## config.mk

```make
export PLATFORM = sky130hd
export DESIGN_NAME = fsm_stim_sequencer
export DESIGN_NICKNAME = d
export VERILOG_FILES = /design/src/rtl/fsm_seq_pkg.sv /design/src/rtl/fsm_stim_sequencer_tick_gen.sv /design/src/rtl/fsm_stim_sequencer.sv
export SDC_FILE = /design/constraint.sdc
export NUM_CORES = 1
export LEC_CHECK = 0
export BUFFER_PORTS_ARGS = -buffer_cell sky130_fd_sc_hd__buf_2
export CAP_MARGIN = 20
export CORE_AREA = 4 4 106 108
export DETAILED_ROUTE_END_ITERATION = 10
export DIE_AREA = 0 0 110 112
export SLEW_MARGIN = 0
export SYNTH_ARGS = -nofsm -noshare
export SYNTH_HDL_FRONTEND = slang
export SYNTH_SLANG_ARGS = --single-unit
```

## constraint.sdc

```tcl
create_clock -name clk -period 7.15 [get_ports clk]
set_clock_uncertainty 0.05 [all_clocks]
set_input_delay 1.43 -clock clk [delete_from_list [all_inputs] [get_ports clk]]
set_output_delay 1.43 -clock clk [all_outputs]
set_load 0.05 [all_outputs]
```

## src/rtl/fsm_seq_pkg.sv

```systemverilog
// fsm_seq_pkg: shared state encoding, sizes and length clamp for the stimulus sequencer
package fsm_seq_pkg;
  typedef enum logic [1:0] {IDLE, LOAD, RUN, DONE} state_t;
  localparam int LEN_MAX = 16;
  localparam int RES_W = 6;
  function automatic logic [4:0] clamp_len(input logic [4:0] l);
    return (l > 5'(LEN_MAX)) ? 5'(LEN_MAX) : l;
  endfunction
endpackage

```

## src/rtl/fsm_stim_sequencer_tick_gen.sv

```systemverilog
// tick_gen: enable-tick divider with synchronous clear, one tick every TICK_DIV enabled cycles
module tick_gen #(
  parameter int TICK_DIV = 50_000_000
) (
  input  logic clk,
  input  logic rst,
  input  logic clr,
  input  logic en,
  output logic tick
);
  localparam int CNT_W = (TICK_DIV > 1) ? $clog2(TICK_DIV) : 1;
  logic [CNT_W-1:0] cnt;
  assign tick = en && (cnt == CNT_W'(TICK_DIV - 1));
  always_ff @(posedge clk or negedge rst)
    if (!rst) cnt <= '0;
    else if (clr) cnt <= '0;
    else if (en) cnt <= tick ? '0 : cnt + CNT_W'(1);
endmodule

```

## src/rtl/fsm_stim_sequencer.sv

```systemverilog
// fsm_stim_sequencer: loads a pattern, clears the target FSM, steps it bit-serially and sums its outputs
module fsm_stim_sequencer
  import fsm_seq_pkg::*;
#(
  parameter int TICK_DIV = 50_000_000
) (
  input  logic               clk,
  input  logic               rst,
  input  logic               start,
  input  logic               abort,
  input  logic [LEN_MAX-1:0] pattern,
  input  logic [4:0]         len,
  input  logic [1:0]         fsm_out,
  output logic               bit_out,
  output logic               tick_en,
  output logic               fsm_rst_n,
  output logic               busy,
  output logic               done,
  output logic [RES_W-1:0]   result
);
  state_t state, nxt;
  logic [LEN_MAX-1:0] shreg;
  logic [4:0] remaining, len_c;
  logic tick, accept, step;
  assign len_c = clamp_len(len);
  assign accept = (state == IDLE) && start;
  // abort outranks a coincident tick so the target FSM never sees a half-taken step
  assign step = (state == RUN) && tick && !abort;
  tick_gen #(.TICK_DIV(TICK_DIV)) u_tick (
    .clk (clk),
    .rst (rst),
    .clr (state != RUN),
    .en  (state == RUN),
    .tick(tick)
  );
  always_ff @(posedge clk or negedge rst)
    if (!rst) state <= IDLE;
    else state <= nxt;
  always_comb begin
    nxt = state;
    unique case (state)
      IDLE: nxt = start ? ((len_c == 5'd0) ? DONE : LOAD) : IDLE;
      LOAD: nxt = abort ? IDLE : RUN;
      RUN:  nxt = abort ? IDLE : (step && remaining == 5'd1) ? DONE : RUN;
      DONE: nxt = IDLE;
      default: nxt = IDLE;
    endcase
    bit_out = (state == RUN) && shreg[0];
    tick_en = step;
    fsm_rst_n = (state != LOAD);
    busy = (state == LOAD) || (state == RUN);
    done = (state == DONE);
  end
  always_ff @(posedge clk or negedge rst)
    if (!rst) begin
      shreg <= '0;
      remaining <= '0;
      result <= '0;
    end else if (accept) begin
      shreg <= pattern;
      remaining <= len_c;
      result <= '0;
    end else if (step) begin
      shreg <= shreg >> 1;
      remaining <= remaining - 5'd1;
      result <= result + {4'b0, fsm_out};
    end
endmodule

```

Word level (Yosys, flattened, before mapping):

Index checks and enable logic that the tools add are counted.

* bits in registers: 55
* logic and storage cells: 44

* equal/unequal tests: 7
* add/subtract/negate cells: 3
* reductions and logical operators: 12
* magnitude comparators: 1
* muxes and demuxes: 16

Operators by type and width (number)
* two-way mux 26 bit: 3
* two-way mux 16 bit: 2
* adder 26 x 1 -> 26 bit, second input constant: 1
* equality test 26 bit, second input constant: 1
* two-way mux 5 bit: 3
* two-way mux 6 bit: 2
* two-way mux 2 bit: 4
* case mux 2 bit (4 select lines): 1
* adder 6 x 2 -> 6 bit: 1
* logical AND 1 bit: 6
* equality test 5 x 1 -> 1 bit, second input constant: 1
* greater-than comparator 5 bit, second input constant: 1
* logical NOT 5 bit: 1
* subtractor 5 x 1 -> 5 bit, second input constant: 1
* equality test 2 bit, second input constant: 2
* nonzero test 2 bit: 2
* equality test 2 x 1 -> 1 bit, second input constant: 1
* logical NOT 2 bit: 1
* != test 2 x 1 -> 1 bit, second input constant: 1
* != test 2 bit, second input constant: 1
* logical NOT 1 bit: 1
* logical OR 1 bit: 1
* two-way mux 1 bit: 1

Logic depth before layout (Yosys ltp):

Gate-level depths: netlist (run 1).

* word-level depth: 8
* gate-level depth with buffers: 8

Modules after synthesis:

A second synthesis (run 1) with hierarchy kept.

* cell total of the unflattened synthesis: 335
* area total of the unflattened synthesis: 3044.2 sq um

Modules (own cells, without submodules)
* fsm_stim_sequencer: cells an instance 178, area an instance 1551.5 sq um, seq. area each 725.7 sq um, instances 1
* tick_gen: cells an instance 157, area an instance 1492.7 sq um, seq. area each 650.6 sq um, instances 1

Worst setup path before layout (run 1):

OpenSTA, ideal clock, no wires.

* path kind: input port to output port
* start: input abort
* end: output tick_en
* path buffers: 1
* arrival time: 2.872 ns
* required time: 5.670 ns
* slack: 2.798 ns
* stages on the path: 3
* cell sequence: or4_1 clkbuf_1 nor2_1

* longest elaborated chain between the ends: 2

Ends and longest elaborated chain
* start: declaration: RTL line fsm_stim_sequencer.sv:10 `input logic abort,`
* logical NOT 1 bit: RTL line fsm_stim_sequencer.sv:28 `assign step = (state == RUN) && tick && !abort;`
* logical AND 1 bit: RTL line fsm_stim_sequencer.sv:28
* end: declaration: RTL line fsm_stim_sequencer.sv:15 `output logic tick_en,`

Every way passes these cells.

Final worst setup path (run 1):

Ends and elaborated chain as after synthesis.

==> results of run 1 <==
## power by group
part,switching [uW],total [uW],internal (uW)
clock,104,218,114
sequential,16.2,351,334
combinational,52.0,84.2,32.2
total,172,653,480
## sequential cells by signal, summed over array words and instances, names as in the netlist
| signal | count |
|---|---|
| result | 6 |
| remaining | 5 |
| state | 2 |
| u_tick.cnt | 26 |
| shreg | 16 |
## area by class of cell
class | count | area, sq um | share of cell area
tap | 136 | 170 | 0.0484
sequential | 55 | 1380 | 0.391
timing repair buffer | 42 | 230 | 0.0655
clock inverter | 2 | 35.0 | 0.00996
clock buffer | 6 | 82.6 | 0.0235
inverter | 12 | 45.0 | 0.0128
multi-input combinational | 257 | 1580 | 0.449
## kinds of logic (layout without fill, tap and decap cells)
kind of cell,after synthesis,after routing
DFF,55,55
and+or+nand+nor,150,150
xor gates and xnor gates,11,11
adders and majority gates,11,11
AOI/OAI and AO/OA,85,85
buffers and inverters,30,62
## final timing paths
kind / start / endpoint / slack [ps]
max: abort / tick_en / 2750
min: u_tick.cnt[0] / u_tick.cnt[0] / 460
max reg2reg: u_tick.cnt[11] / u_tick.cnt[2] / 4450
min reg2reg: u_tick.cnt[0] / u_tick.cnt[0] / 460
max in group asynchronous: rst / u_tick.cnt[18] / 5350
min in group asynchronous: rst / shreg[3] / 1200
## through the flow
| step | utilization | area (sq um) |
|---|---|---|
| floorplan | - | 3060 |
| global placement | 0.331 | 3380 |
| detailed placement | 0.331 | 3380 |
| CTS | 0.342 | 3500 |
| global route | 0.344 | 3520 |
| finish | 0.344 | 3520 |
## synth_stat cells (all sizes together), types with 2 or more instances
library cell,count
nand2,13
and4,7
nor4,5
o21ai,28
clkbuf,15
and2,2
nor3,5
inv,12
o31ai,10
nand4,13
nand4b,2
xnor2,7
a31o,2
or3,9
dfrtp,55
nand3,34
ha,10
a21oi,21
nor2,38
xor2,4
or4,13
buf,3
and3,3
a31oi,21
nor2b,2
## worst reg2reg max path, stage by stage, from the launching register on
cell     delay (ps)
dfrtp_1         450
or4_1           590
or4_1           520
buf_4           230
o21ai_2         460
buf_8           230
nor2_1           70
## per-layer routing
layer / share of wire / track usage
met1: 0.49 / 0.172
met2: 0.46 / 0.205
met3: 0.049 / 0.0261
met4: 0.0026 / 0.0133
met5: 0 / 0
==> metrics.cfg, run 1 <==
[sta]
timing.fmax_mhz = 227
fin_ws_ps = 2750
finalHoldViolCount = 0
slew_headroom = 0.414
period_needed_ps = 4400
post-route-period-util = 0.616
final-max-slew-violation-count = 0
setup_viol = 0
fin_setup_tns_ps = 0
whs_ps = 461
rsz0062_at_grt = no
worst_slew_pin_slew_ps = 872

[power_and_ir_drop]
total_power_uw = 653
p_leak_uw = 0.00134
power_density_nw_per_um2 = 186
peakVddDrop_uv = 126

[critical_path]
cp-start-kind = input pin
worstPathCellList = buf_2, or4_1, nor2_1, buf_2
reg2reg_depth = 6
crit_path_max_fanout = 24
crit_top_cell = buf_2
critPathMaxStageDelay_ps = 870
crit_buf_inv = 2
crit_type = input pin to output pin
cp.arrival_ps = 2920
path_depth = 4
critical_path.slowest_cell = or4_1
endpoint_kind = output pin
worstPathRequired_ps = 5670
critPathTopFamily = simple AND/OR/NAND/NOR gates

[drt]
drt_pass1_iterations = 4
drtIter0Drc = 283
drc = 0
routedWlPerCell_microns = 14.4
avgViaCountPerCell = 5.24
via_count = 2672
ant_nets = 0
drt_wl_total_microns = 7350

[flow_run]
drv_cap = 0

[clocking]
cts_tree = done
htree_levels = 2
clk_path_buf_depth = 2
cts-root-buf = clkbuf_8
clock_latency_ps = 310
cts_resized = 0
cts_buffers = 5
cts.clk_slew.worst_paths_ps = 100
cts.sinks = 55
cts_hold_buf = 0
cts_setup_buffers = 0

[synthesis]
yosys.area_share.adder = 0.0475
synthesis.nets = 380
yosysTopAreaCellShare = 0.450
synthCells = 342
synth_simple_gate_area_frac = 0.269
yosys_register_bits = 55
synth_top_family_by_area = simple AND/OR/NAND/NOR gates
synth_compound_area_frac = 0.163
synthFlopType = dfrtp_1
synth.area.top_cells = dfrtp_1, nand3_1, nor2_1
ys_types = 35
synth_edf_count = 0
yosysWarningCount = 0
ys_async_sr_fraction = 1.00
synth_area_sq_um = 3060
synth_mux_area_frac = 0
synth-xor-area-share = 0.0315
yosys.area.top_type = dfrtp_1
ys_seq_area_frac = 0.450
syn_avg_cell_area_sq_um = 8.93

[placement]
port_buffers = 37
place_ws_ps = 2750
place.detailed.hpwl_microns = 5070
dpl.cell_count = 501
gp_congestion = 0.798

[floorplan]
core_sq_um = 10200
chipHeight_microns = 112
fp.dieW_microns = 110
initial_core_util = 0.299
fp-row-count = 37
ios = 38
die_area_sq_um = 12300

[grt]
grt_usage = 0.124
grt-ovfl-total = 0
grt_pass1_vias = 2688
grt_pass1_wl_microns = 12800
grt_max_degree = 56
antenna_found_initial = 0

[layout]
final_common_cell = dfrtp_1
instances_no_fill = 510
layout_common_cells = dfrtp_1, nor2_1, buf_2
fin_nets = 411
diodes = 0
n_fill_cell = 1051
synthToLayoutAreaGrowth_pct = 15.1
drive_gt1_frac = 0.152

[min_path]
min-delay-path-class = flop to flop
holdPathStages = 1

[outcome]
status = complete, no violations

(Power assumes the default switching activity.)
==> run 2: changes to the inputs <==
clock period = 4.4 ns   (was 7.15 ns; I/O delays follow)
==> metrics.cfg, run 2 (synthesis gave the netlist of run 1 again) <==
[outcome]
status = complete, no violations  ; unchanged

[layout]
top_regs = u_tick.cnt (26), shreg (16), result (6)  ; unchanged
diodes = 0  ; unchanged
largest_reg_flops = 26  ; unchanged
drive_gt1_frac = 0.155  ; was 0.152
synthToLayoutAreaGrowth_pct = 13.7  ; was 15.1%
largest_register = u_tick.cnt  ; unchanged
fin_nets = 412  ; was 411
final_core_util = 0.340  ; was 0.344
final_common_cell = dfrtp_1  ; unchanged
layout_common_cells = dfrtp_1, nor2_1, buf_2  ; unchanged
instances_no_fill = 511  ; was 510

[sta]
timing.fmax_mhz = 293
fin_ws_ps = 982  ; was 2750 ps
finalHoldViolCount = 0  ; unchanged
worst_slew_pin_slew_ps = 688  ; was 872 ps
post-route-period-util = 0.777
setup_viol = 0  ; unchanged
fin_setup_tns_ps = 0  ; unchanged
rsz0062_at_grt = no  ; unchanged
slew_headroom = 0.541  ; was 0.414
whs_ps = 488  ; was 461 ps
final-max-slew-violation-count = 0  ; unchanged
period_needed_ps = 3420

[clocking]
htree_levels = 2  ; unchanged
cts_buffers = 5  ; unchanged
cts_setup_buffers = 0  ; unchanged
cts.sinks = 55  ; unchanged
cts_tree = done  ; unchanged
cts-root-buf = clkbuf_8  ; unchanged
clk_path_buf_depth = 2  ; unchanged
cts_resized = 0  ; unchanged
clock_latency_ps = 300  ; was 310 ps
cts.clk_slew.worst_paths_ps = 90  ; was 100 ps
cts_hold_buf = 0  ; unchanged

[drt]
drt_wl_total_microns = 7310  ; was 7350 microns
routedWlPerCell_microns = 14.3  ; was 14.4 microns
drt_pass1_iterations = 4  ; unchanged
ant_nets = 0  ; unchanged
drtIter0Drc = 185  ; was 283
avgViaCountPerCell = 5.33  ; was 5.24
via_count = 2725  ; was 2672
drc = 0  ; unchanged

[floorplan]
die_area_sq_um = 12300  ; unchanged
ios = 38  ; unchanged
fp-row-count = 37  ; unchanged
initial_core_util = 0.299  ; unchanged
core_sq_um = 10200  ; unchanged
fp.dieW_microns = 110  ; unchanged
chipHeight_microns = 112  ; unchanged

[placement]
place_ws_ps = 1090  ; was 2750 ps
port_buffers = 37  ; unchanged
dpl.cell_count = 503  ; was 501
place.detailed.hpwl_microns = 5190  ; was 5070 microns
gp_congestion = 0.810  ; was 0.798

[power_and_ir_drop]
power_density_nw_per_um2 = 282  ; was 186 nW/um^2
peakVddDrop_uv = 129  ; was 126 uV
p_leak_uw = 0.00133  ; was 0.00134 uW

[grt]
grt_pass1_wl_microns = 12100  ; was 12800 microns
antenna_found_initial = 0  ; unchanged
grt_max_degree = 44  ; was 56
grt_pass1_vias = 2526  ; was 2688
grt-ovfl-total = 0  ; unchanged
grt_usage = 0.121  ; was 0.124

[critical_path]
critPathLaunch = u_tick.cnt[16]  ; was abort
crit_path_max_fanout = 27  ; was 24
worstPathRequired_ps = 3470  ; was 5670 ps
reg2reg_from = u_tick.cnt[16]  ; was u_tick.cnt[11]
cp.arrival_ps = 2490  ; was 2920 ps
endpoint_kind = output pin  ; unchanged
crit_type = flop to output pin  ; was input pin to output pin
cp-start-kind = flop  ; was input pin

[flow_run]
drv_cap = 0  ; unchanged

[min_path]
min-delay-path-class = flop to flop  ; unchanged
hp-start = u_tick.cnt[0]  ; unchanged

run 2: where the power goes:
group	switching [uW]	internal, uW	total (uW)
clock network	165	110	274
registers	26.5	543	570
logic	83.7	51.7	135
total	275	705	980
run 2: cell type report:
class	instances	area (sq um)
tap	136	170
sequential	55	1380
timing repair buffer	43	230
multi-input combinational	257	1570
clock inverter	3	15.0
inverter	12	45.0
fill	1065	6760
clock buffer	5	68.8
run 2: metrics by stage:
| stage | power [uW] | instance area, sq um |
|---|---|---|
| floorplan | 666 | 3060 |
| global placement | 715 | 3390 |
| detailed placement | 718 | 3390 |
| CTS | 993 | 3470 |
| global route | 1040 | 3470 |
| finish | 980 | 3470 |
run 2: worst paths after layout:
path | to | slack [ps] | cells past startpoint
max | tick_en | 980 | 5
min reg2reg | u_tick.cnt[0] | 490 | 1
max reg2reg | remaining[2] | 1840 | 5
min | u_tick.cnt[0] | 490 | 1
max in group asynchronous | u_tick.cnt[11] | 2960 | 2
min in group asynchronous | shreg[4] | 520 | 1
run 2: routing by layer:
metal | up-vias | share of wire | GRT usage
li1 | 1336 | - | -
met1 | 1320 | 0.47 | 0.168
met2 | 64 | 0.47 | 0.195
met3 | 5 | 0.053 | 0.0255
met4 | 0 | 0.0044 | 0.0208
met5 | - | 0 | 0
run 2: critical path, stage by stage, from the launching register on:
cell and delay [ps]:
dfrtp_1 460, or4b_4 570, or4_1 520, buf_4 230
nor2_1 120, buf_2 280
==> run 3: changes to the inputs <==
clock period = 3 ns   (was 4.4 ns; I/O delays follow)
==> metrics.cfg, run 3 (synthesis gave the netlist of run 1 again) <==
[layout]
diodes = 0  ; unchanged
drive_gt1_frac = 0.164  ; was 0.155
synthToLayoutAreaGrowth_pct = 15.9  ; was 13.7%
final_common_cell = dfrtp_1  ; unchanged
postLayoutCellArea_sq_um = 3540  ; was 3470 sq um
fin_nets = 415  ; was 412
layout_common_cells = dfrtp_1, nor2_1, buf_2  ; unchanged
largest_register = u_tick.cnt  ; unchanged
largest_reg_flops = 26  ; unchanged
final_core_util = 0.346  ; was 0.340
top_regs = u_tick.cnt (26), shreg (16), result (6)  ; unchanged

[clocking]
cts.clk_slew.worst_paths_ps = 100  ; was 90 ps
cts_hold_buf = 0  ; unchanged
htree_levels = 2  ; unchanged
cts_tree = done  ; unchanged
cts_setup_buffers = 0  ; unchanged
cts_buffers = 5  ; unchanged
clk_path_buf_depth = 2  ; unchanged
cts.sinks = 55  ; unchanged
clock_latency_ps = 310  ; was 300 ps
cts-root-buf = clkbuf_8  ; unchanged

[floorplan]
fp-row-count = 37  ; unchanged
chipHeight_microns = 112  ; unchanged
die_area_sq_um = 12300  ; unchanged
fp.dieW_microns = 110  ; unchanged
core_sq_um = 10200  ; unchanged
ios = 38  ; unchanged
initial_core_util = 0.299  ; unchanged

[power_and_ir_drop]
power_density_nw_per_um2 = 435  ; was 282 nW/um^2
internal_power_uw = 1120  ; was 705 uW
total_power_uw = 1540  ; was 980 uW
peakVddDrop_uv = 204  ; was 129 uV
power_switching_uw = 419  ; was 275 uW
comb_power_share = 0.132  ; was 0.138
switching_share = 0.272  ; was 0.280
pwr-share-seq = 0.544  ; was 0.582
pwr-share-clk = 0.324  ; was 0.280
p_leak_uw = 0.00135  ; was 0.00133 uW

[grt]
grt_pass1_vias = 2644  ; was 2526
antenna_found_initial = 0  ; unchanged
grt_max_degree = 37  ; was 44
grt_usage = 0.127  ; was 0.121
grt_pass1_wl_microns = 12700  ; was 12100 microns
grt-ovfl-total = 0  ; unchanged

[placement]
placed_cell_area_sq_um = 3430  ; was 3390 sq um
port_buffers = 37  ; unchanged
place.detailed.hpwl_microns = 5360  ; was 5190 microns
gp_congestion = 0.867  ; was 0.810

[sta]
period_needed_ps = 2940
setup_viol = 0  ; unchanged
slew_headroom = 0.568  ; was 0.541
timing.fmax_mhz = 341
rsz0062_at_grt = no  ; unchanged
final-max-slew-violation-count = 0  ; unchanged
worst_slew_pin_slew_ps = 648  ; was 688 ps
fin_setup_tns_ps = 0  ; unchanged
post-route-period-util = 0.979
finalHoldViolCount = 0  ; unchanged

[flow_run]
drv_cap = 0  ; unchanged

[drt]
routedWlPerCell_microns = 14.7  ; was 14.3 microns
drt_pass1_iterations = 4  ; unchanged
drtIter0Drc = 191  ; was 185
ant_nets = 0  ; unchanged
avgViaCountPerCell = 5.30  ; was 5.33
drt_wl_total_microns = 7540  ; was 7310 microns
drc = 0  ; unchanged
via_count = 2717  ; was 2725

[critical_path]
worstPathCellList = or4b_4, or4_1, nor2_2, buf_6  ; was or4b_4, or4_1, buf_4, nor2_1, buf_2
critical_path.slowest_cell = or4_1  ; was or4b_4
worstPathRequired_ps = 2350  ; was 3470 ps
crit_type = flop to output pin  ; unchanged
endpoint_kind = output pin  ; unchanged
cp.arrival_ps = 2290  ; was 2490 ps
critPathMaxStageDelay_ps = 570  ; about the same
cp-start-kind = flop  ; unchanged
crit_path_max_fanout = 7  ; was 27

[min_path]
min-delay-path-class = input pin to asynchronous set/reset pin  ; was flop to flop

[outcome]
status = complete, no violations  ; unchanged

-- run 3: changes by cell type in the layout (fill, tap and decap cells not counted) --
cell | before | now
clkinv_2 | 3 | 0
bufinv_16 | 0 | 1
nor2_1 | 38 | 37
buf_2 | 37 | 36
buf_12 | 0 | 1
clkinvlp_4 | 0 | 1
dfrtp_1 | 55 | 54
buf_4 | 6 | 8
buf_6 | 0 | 1
nor2_2 | 0 | 1
dfrtp_2 | 0 | 1
-- run 3: power by group through the flow --
stage	Combinational [uW]	Sequential [uW]	Clock, uW
floorplan	137	839	0
CTS	209	837	514
detailed placement	208	850	0
global route	238	845	544
global placement	202	850	0
finish	204	838	498
-- run 3: timing repair --
item / 4_1_cts / 5_1_grt
gates cloned: 0 / 0
pin swaps: 0 / 0
endpoints found under the setup margin: 1 / 1
endpoints found under the hold margin: 0 / 0
gates resized for setup: 1 / 2
-- run 3: worst paths after layout --
check	startpoint	to	slack [ps]	cells past startpoint
max	u_tick.cnt[16]	tick_en	60	4
min	rst	shreg[3]	250	1
max reg2reg	u_tick.cnt[16]	remaining[2]	410	5
min reg2reg	u_tick.cnt[0]	u_tick.cnt[0]	460	1
max in group asynchronous	rst	u_tick.cnt[11]	1950	2
min in group clk	pattern[15]	shreg[15]	450	3
-- run 3: metal layers --
layer / GRT usage / wire [microns]
met1: 0.168 / 3470
met2: 0.208 / 3610
met3: 0.0249 / 344
met4: 0.0366 / 116
met5: 0 / 0
-- run 3: area by class of cell --
type	instances	area, sq um
fill	1060	6690
multi-input combinational	257	1570
sequential	55	1380
timing repair buffer	46	272
tap	136	170
clock buffer	5	68.8
inverter	12	45.0
clock inverter	2	37.5
-- run 3: through the flow --
| step | hold WS, ps | std cells | setup WS, ps |
|---|---|---|---|
| 2_1_floorplan | 254 | 342 | 92.3 |
| 3_3_place_gp | 449 | 506 | 354 |
| 3_5_place_dp | 459 | 506 | 346 |
| 4_1_cts | 277 | 513 | 49.0 |
| 5_1_grt | 303 | 513 | 1.00 |
| 6_report | 246 | 513 | 64.1 |
-- run 3: critical path, delay by kind of cell, from the launching register on --
family,cells,cell delay [ps]
buf+inv,1,190
simple gates,3,1340
flops,1,450
